## config.mk

```make
export PLATFORM = sky130hd
export DESIGN_NAME = local_memory_arbiter
export DESIGN_NICKNAME = d
export VERILOG_FILES = /design/src/rtl/local_memory_arbiter_pkg.sv /design/src/rtl/local_memory_arbiter_rr_pick2.sv /design/src/rtl/local_memory_arbiter.sv
export SDC_FILE = /design/constraint.sdc
export NUM_CORES = 1
export LEC_CHECK = 0
export CAP_MARGIN = 20
export CELL_PAD_IN_SITES_DETAIL_PLACEMENT = 0
export CELL_PAD_IN_SITES_GLOBAL_PLACEMENT = 1
export CORE_MARGIN = 4
export CORE_UTILIZATION = 19
export DETAILED_ROUTE_END_ITERATION = 12
export PLACE_DENSITY = 0.84
export SETUP_SLACK_MARGIN = 0.3
export SYNTH_ARGS = -nofsm -noshare
export SYNTH_HDL_FRONTEND = slang
export SYNTH_SLANG_ARGS = --single-unit
```

## constraint.sdc

```tcl
create_clock -name wb_clk_i -period 1.59 [get_ports wb_clk_i]
set_clock_uncertainty 0.15 [all_clocks]
set_input_delay 0.159 -clock wb_clk_i [delete_from_list [all_inputs] [get_ports wb_clk_i]]
set_output_delay 0.159 -clock wb_clk_i [all_outputs]
set_load 0.01 [all_outputs]
```

## src/rtl/local_memory_arbiter_pkg.sv

```systemverilog
// Shared encodings for local_memory_arbiter: FSM states, owner ids and the idle read-data fill.
// Optional grant statistics are enabled with LOCAL_MEMORY_ARBITER_STATS_EN.
package local_memory_arbiter_pkg;

  localparam int unsigned DEFAULT_ADDRESS_WIDTH = 24;
  localparam int unsigned DEFAULT_DATA_WIDTH    = 32;
  localparam int unsigned DEFAULT_COUNTER_WIDTH = 16;

  typedef enum logic [1:0] {
    ST_IDLE   = 2'h0,
    ST_ACCESS = 2'h1,
    ST_FINISH = 2'h2
  } state_t;

  typedef enum logic {
    OWNER_A = 1'b0,
    OWNER_B = 1'b1
  } owner_t;

  // Read data presented on a port whenever it is not acknowledging a read.
  localparam logic RDATA_IDLE_BIT = 1'b1;

  function automatic owner_t other_owner(input owner_t o);
    return (o == OWNER_A) ? OWNER_B : OWNER_A;
  endfunction

endpackage

```

## src/rtl/local_memory_arbiter_rr_pick2.sv

```systemverilog
// Combinational two-way round-robin picker: on a tie the requester that did not own
// the previous completed transaction wins.
module local_memory_arbiter_rr_pick2
  import local_memory_arbiter_pkg::*;
(
  input  logic   req_a,
  input  logic   req_b,
  input  owner_t last,
  output owner_t grant,
  output logic   valid
);

  always_comb begin
    grant = OWNER_A;
    valid = req_a | req_b;
    if (req_a && req_b) begin
      grant = other_owner(last);
    end else if (req_b) begin
      grant = OWNER_B;
    end
  end

endmodule

```

## src/rtl/local_memory_arbiter.sv

```systemverilog
// Shares one core-local SRAM port between port A (LSU) and port B (wishbone bridge), one
// transaction in flight. Define LOCAL_MEMORY_ARBITER_STATS_EN for saturating grant counters.
module local_memory_arbiter
  import local_memory_arbiter_pkg::*;
#(
  parameter int unsigned ADDRESS_WIDTH = DEFAULT_ADDRESS_WIDTH,
  parameter int unsigned DATA_WIDTH    = DEFAULT_DATA_WIDTH,
`ifdef LOCAL_MEMORY_ARBITER_STATS_EN
  parameter int unsigned COUNTER_WIDTH = DEFAULT_COUNTER_WIDTH,
`endif
  localparam int unsigned SEL_WIDTH    = DATA_WIDTH / 8
) (
  input  logic                     wb_clk_i,
  input  logic                     wb_rst_n_i,

  input  logic                     a_req,
  input  logic                     a_we,
  input  logic [ADDRESS_WIDTH-1:0] a_addr,
  input  logic [SEL_WIDTH-1:0]     a_sel,
  input  logic [DATA_WIDTH-1:0]    a_wdata,
  output logic                     a_ack,
  output logic [DATA_WIDTH-1:0]    a_rdata,

  input  logic                     b_req,
  input  logic                     b_we,
  input  logic [ADDRESS_WIDTH-1:0] b_addr,
  input  logic [SEL_WIDTH-1:0]     b_sel,
  input  logic [DATA_WIDTH-1:0]    b_wdata,
  output logic                     b_ack,
  output logic [DATA_WIDTH-1:0]    b_rdata,

  output logic                     mem_enable,
  output logic                     mem_write_enable,
  output logic [ADDRESS_WIDTH-1:0] mem_address,
  output logic [SEL_WIDTH-1:0]     mem_byte_select,
  output logic [DATA_WIDTH-1:0]    mem_data_write,
  input  logic [DATA_WIDTH-1:0]    mem_data_read,
  input  logic                     mem_busy
`ifdef LOCAL_MEMORY_ARBITER_STATS_EN
  ,
  output logic [COUNTER_WIDTH-1:0] grant_count_a,
  output logic [COUNTER_WIDTH-1:0] grant_count_b
`endif
);

  localparam logic [DATA_WIDTH-1:0] RDATA_IDLE = {DATA_WIDTH{RDATA_IDLE_BIT}};

  state_t                   state;
  owner_t                   owner;
  owner_t                   last_owner;
  owner_t                   pick_grant;
  logic                     pick_valid;

  logic                     owner_req;
  logic                     owner_we;
  logic [ADDRESS_WIDTH-1:0] owner_addr;
  logic [SEL_WIDTH-1:0]     owner_sel;
  logic [DATA_WIDTH-1:0]    owner_wdata;

  // Current owner's request fields; only meaningful while in ACCESS.
  assign owner_req   = (owner == OWNER_A) ? a_req   : b_req;
  assign owner_we    = (owner == OWNER_A) ? a_we    : b_we;
  assign owner_addr  = (owner == OWNER_A) ? a_addr  : b_addr;
  assign owner_sel   = (owner == OWNER_A) ? a_sel   : b_sel;
  assign owner_wdata = (owner == OWNER_A) ? a_wdata : b_wdata;

  local_memory_arbiter_rr_pick2 u_pick (
    .req_a (a_req),
    .req_b (b_req),
    .last  (last_owner),
    .grant (pick_grant),
    .valid (pick_valid)
  );

  // SRAM side follows the owner directly so an access starts the cycle after the grant.
  always_comb begin
    mem_enable       = 1'b0;
    mem_write_enable = 1'b0;
    mem_address      = '0;
    mem_byte_select  = '0;
    mem_data_write   = '0;
    if ((state == ST_ACCESS) && owner_req) begin
      mem_enable       = 1'b1;
      mem_write_enable = owner_we;
      mem_address      = owner_addr;
      mem_byte_select  = owner_sel;
      if (owner_we) begin
        mem_data_write = owner_wdata;
      end
    end
  end

  always_ff @(posedge wb_clk_i or negedge wb_rst_n_i) begin
    if (!wb_rst_n_i) begin
      state      <= ST_IDLE;
      owner      <= OWNER_A;
      last_owner <= OWNER_B;
      a_ack      <= 1'b0;
      b_ack      <= 1'b0;
      a_rdata    <= RDATA_IDLE;
      b_rdata    <= RDATA_IDLE;
    end else begin
      a_ack   <= 1'b0;
      b_ack   <= 1'b0;
      a_rdata <= RDATA_IDLE;
      b_rdata <= RDATA_IDLE;
      case (state)
        ST_IDLE: begin
          if (pick_valid) begin
            owner <= pick_grant;
            state <= ST_ACCESS;
          end
        end
        ST_ACCESS: begin
          // A dropped request abandons the access without an ack or fairness update.
          if (!owner_req) begin
            state <= ST_IDLE;
          end else if (!mem_busy) begin
            state      <= ST_FINISH;
            last_owner <= owner;
            if (owner == OWNER_A) begin
              a_ack   <= 1'b1;
              a_rdata <= owner_we ? RDATA_IDLE : mem_data_read;
            end else begin
              b_ack   <= 1'b1;
              b_rdata <= owner_we ? RDATA_IDLE : mem_data_read;
            end
          end
        end
        ST_FINISH: state <= ST_IDLE;
        default:   state <= ST_IDLE;
      endcase
    end
  end

`ifdef LOCAL_MEMORY_ARBITER_STATS_EN
  // Saturating per-port completion counters.
  always_ff @(posedge wb_clk_i or negedge wb_rst_n_i) begin
    if (!wb_rst_n_i) begin
      grant_count_a <= '0;
      grant_count_b <= '0;
    end else begin
      if (a_ack && (grant_count_a != '1)) begin
        grant_count_a <= grant_count_a + COUNTER_WIDTH'(1);
      end
      if (b_ack && (grant_count_b != '1)) begin
        grant_count_b <= grant_count_b + COUNTER_WIDTH'(1);
      end
    end
  end
`endif

endmodule
```

==> results of run 1 <==
-- power groups by stage --
stage	clock network (W)	logic [W]	registers, W
4_1_cts	0.00202	0.00474	0.00203
3_5_place_dp	0	0.00402	0.00205
3_3_place_gp	0	0.00396	0.00205
5_1_grt	0.00212	0.00598	0.00205
2_1_floorplan	0	0.00230	0.00207
6_report	0.00198	0.00565	0.00204
-- kinds of logic (layout without fill, tap and decap cells) --
kind of cell / after synthesis / after routing
flops: 70 / 70
simple gates: 169 / 169
compound gates: 3 / 3
buf+inv: 25 / 382
mux: 62 / 62
-- how the worst max path moves through the flow --
stage / cells after the start / slack (ns) / endpoint / start
finish: 7 / -0.54 / mem_data_write[20] / owner
global route: 7 / -0.60 / mem_address[10] / owner
CTS: 6 / -0.64 / mem_address[3] / owner
detailed placement: 6 / -0.55 / mem_data_write[22] / a_req
global placement: 6 / -0.54 / mem_address[21] / b_req
floorplan: 4 / 0.03 / a_rdata[10] / state[1]
-- routing by layer --
layer | vias up | global-route usage [%]
met5 | - | 0
met4 | 0 | 3.45
met3 | 19 | 5.08
met2 | 194 | 26.7
met1 | 1770 | 15.5
li1 | 1765 | -
-- repair_timing --
action,CTS,global route
hold buffers,1,0
buffers inserted,25,15
resized for setup,617,175
gates cloned,12,1
pin swaps,14,33
endpoints found under the hold margin,25,0
endpoints found under the setup margin,198,183
-- metrics by stage --
step	setup TNS (ns)	utilization [%]
2_1_floorplan	0	-
3_3_place_gp	-43.59	40.6
3_5_place_dp	-45.42	40.6
4_1_cts	-45.11	44.8
5_1_grt	-52.73	50.6
6_report	-45.22	50.6
-- state kept, by name, summed over array words and instances, names as in the netlist --
signal      count
owner           1
b_rdata        32
state           2
a_rdata        32
b_ack           1
a_ack           1
last_owner      1
-- layout make-up --
type                            count  share of cell area (%)
Inverter                            3                   0.162
Clock inverter                      4                   0.561
Tap cell                          220                    3.25
Timing Repair Buffer              363                    46.8
Clock buffer                       12                    2.91
Sequential cell                    70                    21.7
Multi-Input combinational cell    234                    24.7
-- placed cells by master (no fill, tap or decap), types with 10 or more instances in the layout --
| cell type | Yosys | final |
|---|---|---|
| clkdlybuf4s50_1 | 0 | 157 |
| buf_6 | 3 | 112 |
| dfstp_2 | 65 | 65 |
| mux2i_1 | 60 | 53 |
| nor2_4 | 0 | 39 |
| nand2_4 | 0 | 35 |
| buf_2 | 14 | 35 |
| nor2_2 | 1 | 29 |
| nor2_1 | 95 | 28 |
| nand2_2 | 0 | 28 |
| buf_4 | 1 | 18 |
| buf_12 | 0 | 16 |
| buf_16 | 0 | 12 |
| clkbuf_16 | 0 | 10 |
-- worst max-delay path: cells and delay by family (launching register included) --
kind | cells | cell delay (ns)
flip-flops | 1 | 0.51
buffers and inverters | 4 | 0.49
multiplexers | 1 | 0.35
AND/OR/NAND/NOR | 2 | 0.15
==> run_results.csv, run 1 <==
group,metric,value,unit
synthesis,synth_most_common_cell,"nor2_1",
worst_setup_path,worstPathCellList,"mux2_4 > nand3_4 > buf_12 > buf_12 > buf_8 > nor2_4 > buf_6",
synthesis,avgSynthCellArea,9.98,um^2
synthesis,syn_inst,329,
timing,worst_pin_slew,0.496,ns
worst_setup_path,crit_arrival,1.82,ns
layout,antenna_cells,0,
global_routing,antenna_found_initial,0,
timing,setup_ws,-0.541,ns
routing,met2_length,8320,um
run,cap_violations,0,
layout,seqCellArea,1840,um^2
timing,rsz0062_at_grt,"true",
worst_setup_path,cp_slowest_cell,"dfrtp_4",
pwr,pwr-share-seq,21.1,%
routing,firstDrtPassIters,4,
worst_setup_path,cp-end-kind,"output pin",
synthesis,synth_nets,488,
placed_design,place_inst,836,
floorplan,io_pins,287,
synthesis,synth-simple-area-share,20.3,%
pwr,p_clk_share,20.5,%
worst_setup_path,r2r-start,"state[1]",
routing,antenna_left,0,
floorplan,dieWidth,139,um
pwr,powerDensity,1140,nW/um^2
global_routing,grt_max_degree,71,
synthesis,synthAdderAreaFrac,0,%
floorplan,die_area,19500,um^2
routing,routed_wl,15200,um
synthesis,synth_cell_type_count,19,
routing,via_count,3748,
cts,clock_path_buffers,2,
synthesis,yosysSeqAreaShare,55.8,%
pwr,switchingPower,0.00339,W
timing,finalCritPeriodShare,134,%
cts,cts_tree,"built",
synthesis,synthMuxAreaShare,19.0,%
layout,fin_area,8480,um^2
timing,relSlewSlack,66.9,%
pwr,total_power,0.00967,W
worst_setup_path,r2r_end,"b_rdata[13]",
synthesis,synth_xor_area_share,0,%
status,violations,"negative setup slack",
worst_setup_path,path_class,"reg -> out",
cts,cts_buffers,9,
layout,drive_gt1_share,62.8,%
placed_design,place_ws,-0.553,ns
worst_setup_path,worstPathMaxFanout,7,
global_routing,grt_usage,14.3,%
routing,vias_per_cell,4.14,
global_routing,grt_pass1_vias,3949,
cts,root_buffer,"clkbuf_16",
synthesis,ys.warnings.count,0,
timing,slew_violations,0,
placed_design,dp_hpwl,9850,um
routing,met3_length,1280,um
synthesis,syn_area,3280,um^2
routing,drc,0,
worst_setup_path,r2r_slack,-0.32,ns
floorplan,core_area,16800,um^2
synthesis,synth_top_family_by_area,"simple AND/OR/NAND/NOR gates",
synthesis,synthTopCellsByArea,"dfstp_2 52%, mux2i_1 18%, nor2_1 11%, nand2_1 7.8%, dfrtp_1 3.8%",
pwr,p_leak,3.90,nW
placed_design,gp_congestion,0.788,
worst_setup_path,r2r_cells,8,
synthesis,synth_edf_count,0,
layout,area_growth,158,%
layout,fillCellCount,1446,
timing,max_freq,469,MHz
routing,top_layer,"met4",
worst_setup_path,cpMostUsedCell,"buf_12",
pwr,peakVddDrop,0.642,mV
floorplan,rows,47,
cts,numClockSinks,70,
placed_design,placed_cell_area,6810,um^2
routing,drtIter0Drc,75,
layout,fin_cells,906,
cts,clk_pin_slew,0.06,ns
layout,multi_input_area,2090,um^2
status,status,"finished, violations left",
global_routing,grt_pass1_wl,22000,um
worst_setup_path,max_stage_delay,0.51,ns
timing,setup_viol,130,
pwr,p_comb_share,58.4,%
synthesis,synth_compound_area_share,0.762,%
timing,final.min_clock_period,2.13,ns
cts,clk_latency,0.32,ns
synthesis,synth_commonest_cells,"95 x nor2_1, 68 x nand2_1, 65 x dfstp_2",
worst_setup_path,start_kind,"flop",
synthesis,synth.top_cell.area_share,52.0,%
synthesis,synth_async_sr_flop_share,100,%
timing,hold_slack,0.262,ns
cts,htree_levels,3,
routing,wl_per_cell,16.7,um
min_path,min_path_type,"in -> async",
pwr,internal-power,0.00628,W
synthesis,ys_ff_latch,70,
timing,hold_violations,0,
synthesis,synth_area_leader_cell,"dfstp_2",
layout,nNetsFinal,840,
pwr,switching_share,35.1,%
floorplan,die_h,139,um
synthesis,ys.flop_type,"dfstp_2",
floorplan,initial_core_util,19.6,%
routing,wirelength_met1,5290,um
worst_setup_path,critPathRequiredTime,1.28,ns
placed_design,port_buffers,286,
global_routing,overflow,0,
(Power assumes the default switching activity.)
==> inputs of run 2 (changes only) <==
- CAP_MARGIN: 20 -> not set
- HOLD_SLACK_MARGIN: not set -> 0.15
==> results of run 2 <==
Same layout as run 1: the final DEF is identical, and so are final timing and power.
